`src/rtl/keypad_lock_pkg.sv`:
```
// Shared types and constants for the keypad code-entry lock.
// Contents:
//   state_t  : controller FSM states; the encoding is visible on the mode output
//   beep_t   : buzzer pattern requests
//   KEY_*    : keypad codes for the non-digit keys
//   is_digit : true for key codes 0..9
package keypad_lock_pkg;

    typedef enum logic [2:0] {
        ENTRY   = 3'd0,
        CHECK   = 3'd1,
        OPEN    = 3'd2,
        SET     = 3'd3,
        LOCKOUT = 3'd4
    } state_t;

    typedef enum logic [1:0] {
        NONE   = 2'd0,
        SHORT  = 2'd1,
        DOUBLE = 2'd2
    } beep_t;

    localparam logic [3:0] KEY_ENTER = 4'd10;
    localparam logic [3:0] KEY_BACK  = 4'd11;
    localparam logic [3:0] KEY_CLR   = 4'd12;
    localparam logic [3:0] KEY_SET   = 4'd13;

    function automatic logic is_digit(input logic [3:0] k);
        return k <= 4'd9;
    endfunction

endpackage

```
`src/rtl/keypad_lock_ctrl_key_event.sv`:
```
// Turns the debounced one-hot keypad vector into single key events.
// An event is a cycle with exactly one key bit set while the previous cycle
// had no key bit set; held keys, releases and multi-hot vectors give nothing.
// The event is registered, so it appears one cycle after detection.
// Ports:
//   clk, rst   : clock, synchronous active-high reset
//   key_onehot : debounced keypad, bit i = key value i
//   key_valid  : one-cycle event strobe
//   key_code   : binary key value, meaningful while key_valid is high
module keypad_key_event (
    input  logic        clk,
    input  logic        rst,
    input  logic [15:0] key_onehot,
    output logic        key_valid,
    output logic [3:0]  key_code
);

    logic [15:0] prev_q;
    logic        one_hot;
    logic [3:0]  enc;

    always_comb begin
        // Clearing the lowest set bit leaves zero only for a single set bit.
        one_hot = (key_onehot != 16'd0) &&
                  ((key_onehot & (key_onehot - 16'd1)) == 16'd0);
        enc = 4'd0;
        for (int i = 0; i < 16; i++) begin
            if (key_onehot[i]) enc = 4'(i);
        end
    end

    always_ff @(posedge clk) begin
        if (rst) begin
            prev_q    <= 16'd0;
            key_valid <= 1'b0;
            key_code  <= 4'd0;
        end else begin
            prev_q    <= key_onehot;
            key_valid <= one_hot && (prev_q == 16'd0);
            key_code  <= enc;
        end
    end

endmodule

```
`src/rtl/keypad_lock_ctrl.sv`:
```
// Code-entry lock controller: digit editing, code check with a try limit,
// timed lockout, user code change while unlocked, patterned buzzer.
// Ports:
//   clk, rst     : clock, synchronous active-high reset
//   key_onehot   : debounced one-hot keypad
//   entry        : BCD digits typed so far, newest in the LS nibble
//   entry_len    : number of digits held
//   tries_left   : remaining attempts before lockout
//   mode         : current FSM state encoding (state_t)
//   unlocked     : high in OPEN and SET
//   lockout      : high in LOCKOUT
//   buzzer       : buzzer drive
//   code_changed : one-cycle pulse when a new code is stored
// Handshake: key events are single-cycle strobes from keypad_key_event; the
// FSM consumes a strobe in the cycle it is present, there is no back-pressure.
module keypad_lock_ctrl
    import keypad_lock_pkg::*;
#(
    parameter int                  DIGITS       = 3,
    parameter int                  MAX_TRIES    = 3,
    parameter int                  LOCKOUT_CYC  = 500000000,
    parameter int                  BEEP_CYC     = 5000000,
    parameter logic [4*DIGITS-1:0] DEFAULT_CODE = 12'h123
) (
    input  logic                clk,
    input  logic                rst,
    input  logic [15:0]         key_onehot,
    output logic [4*DIGITS-1:0] entry,
    output logic [3:0]          entry_len,
    output logic [3:0]          tries_left,
    output logic [2:0]          mode,
    output logic                unlocked,
    output logic                lockout,
    output logic                buzzer,
    output logic                code_changed
);

    localparam int         W          = 4 * DIGITS;
    localparam int         LW         = $clog2(LOCKOUT_CYC > 1 ? LOCKOUT_CYC : 2);
    localparam int         BW         = $clog2(BEEP_CYC > 1 ? BEEP_CYC : 2);
    localparam logic [3:0] TRIES_INIT = 4'(MAX_TRIES);
    localparam logic [3:0] DIG_LEN    = 4'(DIGITS);
    localparam logic [LW-1:0] LOCK_LAST = LW'(LOCKOUT_CYC - 1);
    localparam logic [BW-1:0] BEEP_LAST = BW'(BEEP_CYC - 1);

    logic       key_valid;
    logic [3:0] key_code;

    keypad_key_event u_key_event (
        .clk        (clk),
        .rst        (rst),
        .key_onehot (key_onehot),
        .key_valid  (key_valid),
        .key_code   (key_code)
    );

    state_t        state_q, state_d;
    logic [W-1:0]  entry_q, entry_d, code_q, code_d, dig_ext;
    logic [3:0]    len_q, len_d, tries_q, tries_d;
    logic          match_q, match_d, cc_q, cc_d;
    logic [LW-1:0] lock_cnt_q, lock_cnt_d;
    beep_t         beep_req, beep_pat_q;
    logic [1:0]    beep_phase_q;
    logic [BW-1:0] beep_cnt_q;

    always_comb begin
        state_d    = state_q;
        entry_d    = entry_q;
        len_d      = len_q;
        tries_d    = tries_q;
        code_d     = code_q;
        match_d    = match_q;
        cc_d       = 1'b0;
        lock_cnt_d = '0;
        beep_req   = NONE;
        dig_ext    = W'(key_code);

        case (state_q)
            ENTRY, SET: begin
                if (key_valid) begin
                    if (is_digit(key_code)) begin
                        if (len_q < DIG_LEN) begin
                            entry_d = (entry_q << 4) | dig_ext;
                            len_d   = len_q + 4'd1;
                        end else begin
                            beep_req = SHORT;
                        end
                    end else if (key_code == KEY_BACK) begin
                        if (len_q != 4'd0) begin
                            entry_d = entry_q >> 4;
                            len_d   = len_q - 4'd1;
                        end
                    end else if (key_code == KEY_CLR) begin
                        // In SET an empty-buffer clear backs out without change.
                        if (state_q == SET && len_q == 4'd0) begin
                            state_d = OPEN;
                        end else begin
                            entry_d = '0;
                            len_d   = 4'd0;
                        end
                    end else if (key_code == KEY_ENTER) begin
                        if (len_q != DIG_LEN) begin
                            beep_req = SHORT;
                        end else if (state_q == SET) begin
                            code_d   = entry_q;
                            cc_d     = 1'b1;
                            beep_req = SHORT;
                            state_d  = OPEN;
                        end else begin
                            // entry clears on the way into CHECK, so the
                            // comparison result is captured here.
                            match_d = (entry_q == code_q);
                            state_d = CHECK;
                        end
                    end
                end
            end
            CHECK: begin
                if (match_q) begin
                    state_d  = OPEN;
                    tries_d  = TRIES_INIT;
                    beep_req = SHORT;
                end else begin
                    tries_d  = (tries_q != 4'd0) ? tries_q - 4'd1 : 4'd0;
                    beep_req = DOUBLE;
                    state_d  = (tries_q <= 4'd1) ? LOCKOUT : ENTRY;
                end
            end
            OPEN: begin
                if (key_valid) begin
                    if (key_code == KEY_CLR)      state_d = ENTRY;
                    else if (key_code == KEY_SET) state_d = SET;
                end
            end
            LOCKOUT: begin
                if (lock_cnt_q == LOCK_LAST) begin
                    state_d = ENTRY;
                    tries_d = TRIES_INIT;
                end else begin
                    lock_cnt_d = lock_cnt_q + LW'(1);
                end
            end
            default: state_d = ENTRY;
        endcase

        if (state_d != state_q) begin
            entry_d = '0;
            len_d   = 4'd0;
        end
    end

    always_ff @(posedge clk) begin
        if (rst) begin
            state_q    <= ENTRY;
            entry_q    <= '0;
            len_q      <= 4'd0;
            tries_q    <= TRIES_INIT;
            code_q     <= DEFAULT_CODE;
            match_q    <= 1'b0;
            cc_q       <= 1'b0;
            lock_cnt_q <= '0;
        end else begin
            state_q    <= state_d;
            entry_q    <= entry_d;
            len_q      <= len_d;
            tries_q    <= tries_d;
            code_q     <= code_d;
            match_q    <= match_d;
            cc_q       <= cc_d;
            lock_cnt_q <= lock_cnt_d;
        end
    end

    // Beep sequencer: phase 0 high, phase 1 low, phase 2 high, each BEEP_CYC
    // long. SHORT ends after phase 0. A new request restarts from phase 0;
    // entering LOCKOUT drops any pattern since the buzzer is held high there.
    always_ff @(posedge clk) begin
        if (rst || state_d == LOCKOUT) begin
            beep_pat_q   <= NONE;
            beep_phase_q <= 2'd0;
            beep_cnt_q   <= '0;
        end else if (beep_req != NONE) begin
            beep_pat_q   <= beep_req;
            beep_phase_q <= 2'd0;
            beep_cnt_q   <= '0;
        end else if (beep_pat_q != NONE) begin
            if (beep_cnt_q == BEEP_LAST) begin
                beep_cnt_q <= '0;
                if (beep_pat_q == SHORT || beep_phase_q == 2'd2) beep_pat_q <= NONE;
                else beep_phase_q <= beep_phase_q + 2'd1;
            end else begin
                beep_cnt_q <= beep_cnt_q + BW'(1);
            end
        end
    end

    assign entry        = entry_q;
    assign entry_len    = len_q;
    assign tries_left   = tries_q;
    assign mode         = state_q;
    assign unlocked     = (state_q == OPEN) || (state_q == SET);
    assign lockout      = (state_q == LOCKOUT);
    assign buzzer       = lockout || (beep_pat_q != NONE && beep_phase_q != 2'd1);
    assign code_changed = cc_q;

endmodule
```
`config.mk`:
```
export PLATFORM = sky130hd
export DESIGN_NAME = keypad_lock_ctrl
export DESIGN_NICKNAME = d
export VERILOG_FILES = /design/src/rtl/keypad_lock_pkg.sv /design/src/rtl/keypad_lock_ctrl_key_event.sv /design/src/rtl/keypad_lock_ctrl.sv
export SDC_FILE = /design/constraint.sdc
export NUM_CORES = 1
export LEC_CHECK = 0
export CAP_MARGIN = 40
export CORE_MARGIN = 8
export CORE_UTILIZATION = 55
export CTS_CLUSTER_DIAMETER = 120
export DETAILED_ROUTE_END_ITERATION = 16
export GPL_TIMING_DRIVEN = 0
export PLACE_DENSITY = 0.86
export RECOVER_POWER = 100
export SLEW_MARGIN = 30
export SYNTH_ARGS = -nofsm -noshare
export SYNTH_HDL_FRONTEND = slang
export SYNTH_SLANG_ARGS = --single-unit
```
`constraint.sdc`:
```
create_clock -name clk -period 3.56 [get_ports clk]
set_clock_uncertainty 0.2 [all_clocks]
set_input_delay 0.356 -clock clk [delete_from_list [all_inputs] [get_ports clk]]
set_output_delay 0.356 -clock clk [all_outputs]
set_load 0.02 [all_outputs]
```
==> impl_metrics.csv <==
group,metric,value,unit
grt,antenna_found_initial,0,
pwr,p_int,0.00237,W
worst_setup_path,path_delay_family,"buffers and inverters",
timing,period_needed,3.06,ns
final_layout,fin_nets,735,
synth,synth.net_count,675,
worst_setup_path,slowest_stage,"nor3b_1",
die,ioPinCount,45,
final_layout,area_growth,19.5,%
clock_tree,cts_tree,"yes",
drt,drt_wl_total,13100,um
drt,drt-initial-drc-count,405,
worst_setup_path,path_cells,"clkbuf_8 > nor3b_1 > o21bai_1 > clkdlybuf4s50_1",
synth,synth_edf_count,0,
drt,vias_per_cell,5.77,
pwr,p_sw_share,21.6,%
clock_tree,clkLatencyLatePin,0.52,ns
pwr,power.switching,0.000652,W
worst_setup_path,slowest_delay,0.63,ns
synth,ys_types,73,
final_layout,nFillCells,774,
synth,synth_top_area_share,41.1,%
clock_tree,ctsLongestPathBuffers,2,
grt,grt_usage,20.2,%
timing,max_slew.worst_pin.slew,0.747,ns
placement,port_buffers,41,
die,coreArea,9770,um^2
final_layout,num_antenna_cells,0,
synth,synth_cells,651,
clock_tree,clk_pin_slew,0.06,ns
clock_tree,root_buffer,"clkbuf_8",
synth,ys_top_cells_by_count,"dfxtp_1, nor2_1, nand2_1",
synth,syn_area_per_cell,8.52,um^2
clock_tree,post_cts.repair.setup_buffers,0,
timing,setup_viol_count_final,0,
synth,synth_most_common_cell,"dfxtp_1",
worst_setup_path,critical_path_class,"reg2out",
timing,hold_viol,0,
synth,ys_seq_area_share,41.1,%
timing,max_freq,327,MHz
worst_setup_path,crit_path_start_kind,"flop",
clock_tree,cts-resized-gates,0,
grt,grt_pass1_vias,4702,
synth,mappedNetlistArea,5550,um^2
grt,grt_overflow,0,
pwr,p_leak,2.34,nW
timing,hold_ws,0.0207,ns
placement,place.gp.congestion,0.844,
clock_tree,numCtsBuffers,17,
final_layout,drive_gt1_share,7.05,%
drt,drtPass1Iterations,7,
drt,vias,4940,
pwr,clkPwrFrac,53.7,%
outcome,status,"finished, final reports clean",
synth,ys_ff_latch,114,
drt,drc,0,
die,initial_core_util,56.7,%
grt,grt_pass1_wl,21900,um
worst_setup_path,cp_max_fo,10,
pwr,vdd_drop_max,0.331,mV
synth,ys_warn_count,0,
drt,avgRoutedWirePerCell,15.3,um
pwr,pwr_density_cell,456,nW/um^2
clock_tree,cts.sinks,114,
worst_setup_path,crit_buf_inv,2,
synth,synth_area_leaders,"dfxtp_1, nor2_1, xnor2_1",
worst_setup_path,cp-end-kind,"output port",
synth,synth.largest_area_cell,"dfxtp_1",
hold_path,hp-class,"in2reg",
pwr,comb_power_share,3.5,%
die,die_area,13600,um^2
placement,dp_hpwl,9050,um
synth,synthFlopType,"dfxtp_1",
die,die_y,116,um
clock_tree,ctsHtreeMaxLevel,4,
timing,fin_crit_sh,86.0,%
worst_setup_path,crit_required,3.00,ns
timing,slew_viol_final,0,
drt,ant_nets,0,
clock_tree,hold_buffers,0,
flow_run,maxCapViolations,0,
timing,relSlewSlack,50.1,%
synth,async_reset_ff_share,0,%
worst_setup_path,critPathArrivalTime,2.51,ns
pwr,seq_power_share,42.9,%
die,dieWidth,116,um
timing,fin_tns_setup,0,ns
timing,rsz0062_at_grt,"no",
die,rows,36,
grt,grt_max_degree,17,
==> cell families after synthesis <==
group           share of synthesized area [%]
fa+ha+maj                                1.71
xor+xnor                                 9.00
simple gates                             28.9
buf+inv                                  4.31
flops                                    41.1
compound gates                           12.4
mux                                      2.55
==> stage by stage <==
step / util, % / std cells / cell area [um^2] / setup slack [ns] / total power [W]
2_1_floorplan: - / 651 / 5550 / 1.21 / 0.00138
3_3_place_gp: 62.6 / 825 / 6120 / 0.935 / 0.00143
3_5_place_dp: 62.6 / 825 / 6120 / 0.953 / 0.00143
4_1_cts: 68.5 / 856 / 6690 / 0.773 / 0.00303
5_1_grt: 67.8 / 856 / 6630 / 0.339 / 0.00310
6_report: 67.8 / 856 / 6630 / 0.498 / 0.00302
==> cell usage in the layout, fill, tap and decap left out, types with 4 or more instances in the layout <==
cell type and n:
nor4_1 12, clkbuf_1 23, and2_1 4, clkinv_2 5, ha_1 6, nor2b_1 18
xnor2_1 32, nor2_1 112, a211o_1 5, o21ai_0 14, dlygate4sd3_1 27, and3_1 6
o31ai_1 4, clkbuf_16 16, xor2_1 25, or3_1 4, dfxtp_1 114, nand2_1 43
nand3_1 34, clkbuf_8 7, clkdlybuf4s50_1 14, inv_1 19, and4_1 5, nor3_1 27
o21a_1 4, nand4_1 15, a221oi_1 7, mux2i_1 13, a211oi_1 4, a21oi_1 30
nor4b_1 4
==> worst paths after layout <==
kind                   from  depth (start not counted)                     end  slack (ns)
min reg2reg   lock_cnt_q[0]                          1           lock_cnt_q[0]        0.25
min          key_onehot[10]                          2  u_key_event.prev_q[10]        0.02
max reg2reg   lock_cnt_q[0]                          8            entry_len[2]        0.54
max                 mode[0]                          4                  buzzer        0.50
==> flip-flops by register name, summed over array words and instances (netlist names), 2 cells and up <==
register,count
beep_cnt_q,23
beep_pat_q,2
beep_phase_q,2
code_q,12
entry,12
entry_len,4
lock_cnt_q,29
mode,3
tries_left,4
u_key_event.key_code,4
u_key_event.prev_q,16
==> worst reg2reg max path: stages, from the launching register on <==
cell and delay, ns:
dfxtp_1 0.35, ha_1 0.21, and2_0 0.27, nand3_4 0.11, or4_1 0.58, and2_0 0.22, o221ai_1 0.59, buf_4 0.30
a21oi_1 0.06
==> power groups by stage <==
stage | clock, W | sequential (W) | combinational [W]
floorplan | 0 | 0.00132 | 0.0000614
global placement | 0 | 0.00132 | 0.000103
detailed placement | 0 | 0.00132 | 0.000105
CTS | 0.00163 | 0.00130 | 0.000107
global route | 0.00169 | 0.00130 | 0.000113
finish | 0.00162 | 0.00130 | 0.000105
==> layout make-up <==
cell class	count	area, um^2	share of cell area (%)
Tap cell	133	166	2.51
Clock inverter	10	109	1.64
Inverter	19	71.3	1.08
Sequential cell	114	2280	34.4
Buffer	29	151	2.28
Clock buffer	21	459	6.93
Timing Repair Buffer	41	410	6.19
Multi-Input combinational cell	489	2980	44.9
==> routing by layer <==
| metal | track usage, % | share of wire (%) |
|---|---|---|
| met2 | 33.8 | 50 |
| met1 | 24.2 | 44 |
| met3 | 6.20 | 5.3 |
| met5 | 0 | 0 |
| met4 | 6.66 | 1.4 |
Power figures use the tool's default switching activity.
